===== src/rtl/uart_tx.sv =====
// UART transmitter: start bit, W data bits LSB first, optional parity, one stop bit,
// each bit held for PRESCALE clock cycles. Loop-back compatible with UART_RX.
`timescale 1ns/1ps
module uart_tx #(
  parameter int W = 8
) (
  input  logic         CLK,
  input  logic         RST,
  input  logic [W-1:0] P_DATA,
  input  logic         DATA_VALID,
  input  logic         PAR_EN,
  input  logic         PAR_TYP,
  input  logic [5:0]   PRESCALE,
  output logic         TX_OUT,
  output logic         BUSY,
  output logic         TX_DONE
);

  localparam int BW = (W > 1) ? $clog2(W) : 1;

  typedef enum logic [2:0] {IDLE, START, DATA, PARITY, STOP} state_t;

  state_t        state;
  logic [5:0]    edge_cnt;
  logic [5:0]    pre_q;
  logic [BW-1:0] bit_idx;
  logic [W:0]    shreg;
  logic          par_en_q;
  logic          par_bit_q;
  logic          last_edge;
  logic          accept;

  // A request may also be taken on the final edge of a stop bit so that
  // back-to-back frames run with no idle gap on the line.
  always_comb begin
    last_edge = (edge_cnt == pre_q - 6'd1);
    accept    = DATA_VALID && (PRESCALE != '0) &&
                ((state == IDLE) || ((state == STOP) && last_edge));
  end

  always_ff @(posedge CLK or posedge RST) begin
    if (RST) begin
      state     <= IDLE;
      edge_cnt  <= '0;
      pre_q     <= '0;
      bit_idx   <= '0;
      shreg     <= '0;
      par_en_q  <= 1'b0;
      par_bit_q <= 1'b0;
      TX_OUT    <= 1'b1;
      BUSY      <= 1'b0;
      TX_DONE   <= 1'b0;
    end else begin
      TX_DONE <= 1'b0;

      if (state != IDLE) begin
        edge_cnt <= last_edge ? '0 : edge_cnt + 6'd1;
      end

      if ((state != IDLE) && last_edge) begin
        case (state)
          START: begin
            state   <= DATA;
            bit_idx <= '0;
            TX_OUT  <= shreg[0];
          end
          DATA: begin
            if (bit_idx == BW'(W - 1)) begin
              if (par_en_q) begin
                state  <= PARITY;
                TX_OUT <= par_bit_q;
              end else begin
                state  <= STOP;
                TX_OUT <= 1'b1;
              end
            end else begin
              bit_idx <= bit_idx + 1'b1;
              shreg   <= shreg >> 1;
              TX_OUT  <= shreg[1];
            end
          end
          PARITY: begin
            state  <= STOP;
            TX_OUT <= 1'b1;
          end
          STOP: begin
            state   <= IDLE;
            BUSY    <= 1'b0;
            TX_DONE <= 1'b1;
            TX_OUT  <= 1'b1;
          end
          default: begin
            state  <= IDLE;
            TX_OUT <= 1'b1;
          end
        endcase
      end

      // Placed last so a chained acceptance overrides the stop-bit exit above.
      if (accept) begin
        state     <= START;
        edge_cnt  <= '0;
        bit_idx   <= '0;
        shreg     <= {1'b0, P_DATA};
        pre_q     <= PRESCALE;
        par_en_q  <= PAR_EN;
        par_bit_q <= (^P_DATA) ^ PAR_TYP;
        TX_OUT    <= 1'b0;
        BUSY      <= 1'b1;
      end
    end
  end

endmodule


===== config.mk =====
export PLATFORM = sky130hd
export DESIGN_NAME = uart_tx
export DESIGN_NICKNAME = d
export VERILOG_FILES = /design/src/rtl/uart_tx.sv
export SDC_FILE = /design/constraint.sdc
export NUM_CORES = 1
export LEC_CHECK = 0
export CAP_MARGIN = 20
export CORE_ASPECT_RATIO = 0.75
export CORE_MARGIN = 10
export CORE_UTILIZATION = 59
export CTS_CLUSTER_DIAMETER = 30
export DETAILED_ROUTE_END_ITERATION = 10
export PLACE_DENSITY = 0.84
export SLEW_MARGIN = 25
export SYNTH_ARGS = -nofsm -noshare
export SYNTH_HDL_FRONTEND = slang
export SYNTH_SLANG_ARGS = --single-unit

===== constraint.sdc =====
create_clock -name CLK -period 7.3 [get_ports CLK]
set_input_delay 1.46 -clock CLK [delete_from_list [all_inputs] [get_ports CLK]]
set_output_delay 1.46 -clock CLK [all_outputs]
set_load 0.02 [all_outputs]

# Word-level counts from Yosys, hierarchy flattened
# Cells that the tools add are included.
totals:
  word_cells: 67
  reg_bits: 32
  out_inout_bits: 3
  inputBits: 19
op_classes:
  addsub: 3
  eq_ne: 9
  n_bitwise: 1
  reduce_logical: 18
  mux: 26
ops:
  columns: ["cell", "count"]
  rows:
  - ["two-way mux 9 bit", 4]
  - ["two-way mux 3 bit", 7]
  - ["two-way mux 6 bit", 3]
  - ["two-way mux 1 bit", 9]
  - ["one-hot mux 3 bit (3 select lines)", 1]
  - ["nonzero test 2 bit", 4]
  - ["parity 8 bit", 1]
  - ["adder 6 x 1 -> 6 bit (second input constant)", 1]
  - ["equality test 3 x 2 -> 1 bit (second input constant)", 2]
  - ["equality test 3 bit (second input constant)", 2]
  - ["equality test 6 bit", 1]
  - ["inequality test 3 bit (second input constant)", 2]
  - ["one-hot mux 3 bit (2 select lines)", 1]
  - ["AND reduction 3 bit", 2]
  - ["nonzero test 3 bit", 2]
  - ["nonzero test 6 bit", 1]
  - ["subtractor 6 x 1 -> 6 bit (second input constant)", 1]
  - ["logical AND 1 bit", 4]
  - ["AND reduction 2 bit", 2]
  - ["adder 3 x 1 -> 3 bit (second input constant)", 1]
  - ["equality test 3 x 1 -> 1 bit (second input constant)", 1]
  - ["logical NOT 3 bit", 1]
  - ["inequality test 2 bit (second input constant)", 1]
  - ["one-hot mux 1 bit (2 select lines)", 1]
  - ["2 further kinds", 2]

# Logic depth before layout (Yosys ltp)
depth:
  depth_word: 7
  depth_mapped: 10
  ltp_nobuf: 8

# Worst setup path before layout
# No wires, ideal clock.
synth_path:
  path_kind: "input -> register"
  startpoint: "in PRESCALE[5]"
  endpoint: "reg par_bit_q"
  stages: 6
  t_required_ns: 7.175
  arrival_ns: 3.006
  path_slack_ns: 4.169
  path_buffers: 1
  cell_sequence: "or4_1 > o31a_1 > nand2_1 > a21o_1 > buf_2 > mux2_2"
synth_via:
  elab_chain_cells: 3
synth_lines:
  columns: ["element", "line_no", "text"]
  rows:
  - ["start, declared", "13", "input logic [5:0] PRESCALE,"]
  - ["nonzero test 6 bit", "37", "accept = DATA_VALID && (PRESCALE != '0) &&"]
  - ["logical AND 1 bit (2 in a row)", "37", null]
  - ["end signal, assigned", "107", "par_bit_q <= (^P_DATA) ^ PAR_TYP;"]
  - ["end, declared", "29", "logic par_bit_q;"]
# Every way passes these cells.
# A chain may end at the register's enable or synchronous reset.

# Worst setup path after layout
layout_path:
  startpoint: "in PRESCALE[5]"
  endpoint: "reg pre_q[3]"
layout_via:
  elab_chain_cells: 3
layout_lines:
  columns: ["element", "line_no", "text"]
  rows:
  - ["nonzero test 6 bit", "37", null]
  - ["logical AND 1 bit (2 in a row)", "37", null]
  - ["end signal, assigned", "45", "pre_q <= '0;"]
  - ["end signal, assigned", "105", "pre_q <= PRESCALE;"]
  - ["end, declared", "25", "logic [5:0] pre_q;"]
# Every way passes these cells.

==> results.sh <==
export IMPL_outcome="finished clean"
export IMPL_setup_worst_path_end="pre_q[3]"
export IMPL_finalCriticalPeriod_ns=3.80
export IMPL_cts_inserted_buffers=5
export IMPL_cts_hold_buf=0
export IMPL_start_util=0.617
export IMPL_drive_gt1_frac=0.191
export IMPL_regToRegSetupSlack_ns=3.93
export IMPL_critPathCaptureType="register"
export IMPL_synth_fa_ha_area_frac=0.0276
export IMPL_ant_nets=0
export IMPL_synth_fp_nets=183
export IMPL_dp_hpwl_um=2720
export IMPL_worstPathMaxFanout=20
export IMPL_track_usage=0.138
export IMPL_overflow=0
export IMPL_num_antenna_cells=0
export IMPL_vias=1308
export IMPL_power_per_cell_area_nw_per_um2=156
export IMPL_syn_to_final_growth_pct=17.6
export IMPL_grt_pass1_wl_um=6410
export IMPL_synth_edf_count=0
export IMPL_r2r_end="pre_q[5]"
export IMPL_clockBufferDepth=2
export IMPL_crit_type="in -> reg"
export IMPL_htree_levels=2
export IMPL_syn_cell_area_um2=1810
export IMPL_vias_per_cell=5.92
export IMPL_clock_skew_ns=0.00833
export IMPL_cts_root_buf="clkbuf_8"
export IMPL_seq_area_frac_synth=0.429
export IMPL_max_slew_margin=0.445
export IMPL_cts_resized=0
export IMPL_port_buffers=21
export IMPL_hold_class="reg -> reg"
export IMPL_slew_viol_final=0
export IMPL_die_width_um=84.0
export IMPL_tritoncts="done"
export IMPL_antenna_found_initial=0
export IMPL_final_nets=205
export IMPL_setup_viol=0
export IMPL_multi_input_area_um2=980
export IMPL_rsz0062_at_grt="no"
export IMPL_gp_congestion=0.790
export IMPL_synthFlopType="dfrtp_1"
export IMPL_drc=0
export IMPL_max_freq_ghz=0.263
export IMPL_worst_path_largest_cell_delay_ns=0.66
export IMPL_drt_pass1_iterations=4
export IMPL_whs_ns=0.514
export IMPL_seq_area_um2=777
export IMPL_synth_simple_area_share=0.130
export IMPL_hold_viol=0
export IMPL_cp_startpoint="PRESCALE[5]"
export IMPL_ys_types=46
export IMPL_synth_cells=160
export IMPL_synth_mux_area_fraction=0.168
export IMPL_vdd_drop_max_mv=0.147
export IMPL_cp_cell_sequence="clkdlybuf4s50_1, or4_1, o31a_1, nand2_1, a21o_1, mux2_2"
export IMPL_io_pins=22
export IMPL_clk_latency_ns=0.28
export IMPL_cts_sinks=31
export IMPL_die_h_um=68.0
export IMPL_start_kind="input port"
export IMPL_postCtsSetupRepairBufs=0
export IMPL_slowest_stage="a21o_1"
export IMPL_synth_compound_area_frac=0.143
export IMPL_arrival_ns=3.95
export IMPL_async_flop_share=1.00
export IMPL_finalCritPeriodShare=0.520
export IMPL_r2r_start="pre_q[0]"
export IMPL_drt_iter0_markers=103
export IMPL_rr_worst_depth=8
export IMPL_routed_wl_um=3690
export IMPL_clkTransAtPathRegs_ns=0.06
export IMPL_yosys_warnings=0
export IMPL_core_area_um2=2940
export IMPL_cap_violations=0
export IMPL_grt_max_degree=32
export IMPL_worst_pin_slew_ns=0.833
export IMPL_fin_tns_setup_ns=0
export IMPL_synth_top_family_by_area="multiplexers"
export IMPL_row_count=17
export IMPL_synth_seq_cells=31
export IMPL_synth_xor_area_share=0.0726
export IMPL_postSynthAreaPerCell_um2=11.3
export IMPL_grt_pass1_vias=1401
export IMPL_power_leakage_uw=0.000962
export IMPL_cp_required_ns=7.46
export IMPL_wl_per_cell_um=16.7
export IMPL_fillers=206
export IMPL_dieArea_um2=5710
export IMPL_hold_start="BUSY"
state kept, by name, indices dropped and copies added, names as in the netlist:
signal,count
shreg,8
edge_cnt,6
pre_q,6
bit_idx,3
state,3
BUSY,1
TX_DONE,1
TX_OUT,1
par_bit_q,1
par_en_q,1
worst min path at each step:
stage / to / cells after the start / slack [ns]
3_5_place_dp: BUSY / 2 / 0.50
6_report: BUSY / 2 / 0.51
4_1_cts: BUSY / 2 / 0.52
3_3_place_gp: BUSY / 2 / 0.49
2_1_floorplan: edge_cnt[5] / 1 / 0.47
5_1_grt: edge_cnt[5] / 1 / 0.54
routing by layer:
| layer | share of wire | vias up | GRT usage |
|---|---|---|---|
| met1 | 0.44 | 642 | 0.157 |
| met5 | 0 | - | 0 |
| met2 | 0.49 | 35 | 0.237 |
| met3 | 0.059 | 6 | 0.0463 |
| met4 | 0.014 | 0 | 0.0583 |
| li1 | - | 625 | - |
power breakdown:
part | switching, µW | leakage [µW] | internal (µW) | total, µW
sequential | 0 | 0.000399 | 172 | 172
clock | 60.5 | 0.0000482 | 75.9 | 136
combinational | 9.50 | 0.000515 | 14.3 | 23.8
cells by family after synthesis:
group / Yosys count
AOI/OAI and AO/OA: 36
DFF: 31
muxes: 23
buffers and inverters: 11
and+or+nand+nor: 40
xor gates and xnor gates: 15
adders and majority gates: 4
metrics by stage:
step	setup slack, ns	total power, µW	area [µm²]	util	std cells
after floorplan	4.17	186	1810	-	160
after global placement	3.30	199	2040	0.694	213
after detailed placement	3.22	199	2040	0.694	213
after CTS	3.51	335	2130	0.725	221
after global routing	3.43	344	2130	0.725	221
final	3.50	332	2130	0.725	221
area by class of cell:
type	count	share of cell area
timing repair buffer	22	0.102
clock inverter	1	0.00235
clock buffer	7	0.0406
inverter	4	0.00705
multi-input combinational	118	0.460
sequential	31	0.365
tap	38	0.0223
critical path, delay by kind of cell:
| family | cells | cell delay [ns] |
|---|---|---|
| and+or+nand+nor | 2 | 0.69 |
| buffers and inverters | 1 | 0.41 |
| AOI/OAI and AO/OA | 2 | 0.97 |
| muxes | 1 | 0.42 |
synth_stat cells, types with 3 or more instances:
cell,instances,area (µm²)
dfrtp_1,30,751
nand2_1,13,48.8
mux2_4,12,180
mux2_2,9,101
a31oi_1,8,50.1
xnor2_1,8,70.1
xor2_1,7,61.3
nor2_1,5,18.8
o21ai_0,5,25.0
buf_2,4,20.0
ha_1,4,50.1
inv_1,4,15.0
nand2b_1,4,25.0
a21boi_0,3,22.5
nor2b_1,3,18.8
o31ai_1,3,22.5
cell usage in the layout, fill, tap and decap left out, types with 4 or more instances in the layout:
cell type        synthesis  final
xor2_1                   7      7
a31oi_1                  8      8
xnor2_1                  8      8
nand2b_1                 4      4
mux2_2                   9      9
clkbuf_8                 0      6
nand2_1                 13     13
ha_1                     4      4
nor2_1                   5      5
clkdlybuf4s50_1          0     21
dfrtp_1                 30     30
o21ai_0                  5      5
mux2_4                  12     12
inv_1                    4      4
Note: power is estimated with default switching activity, not from simulation.
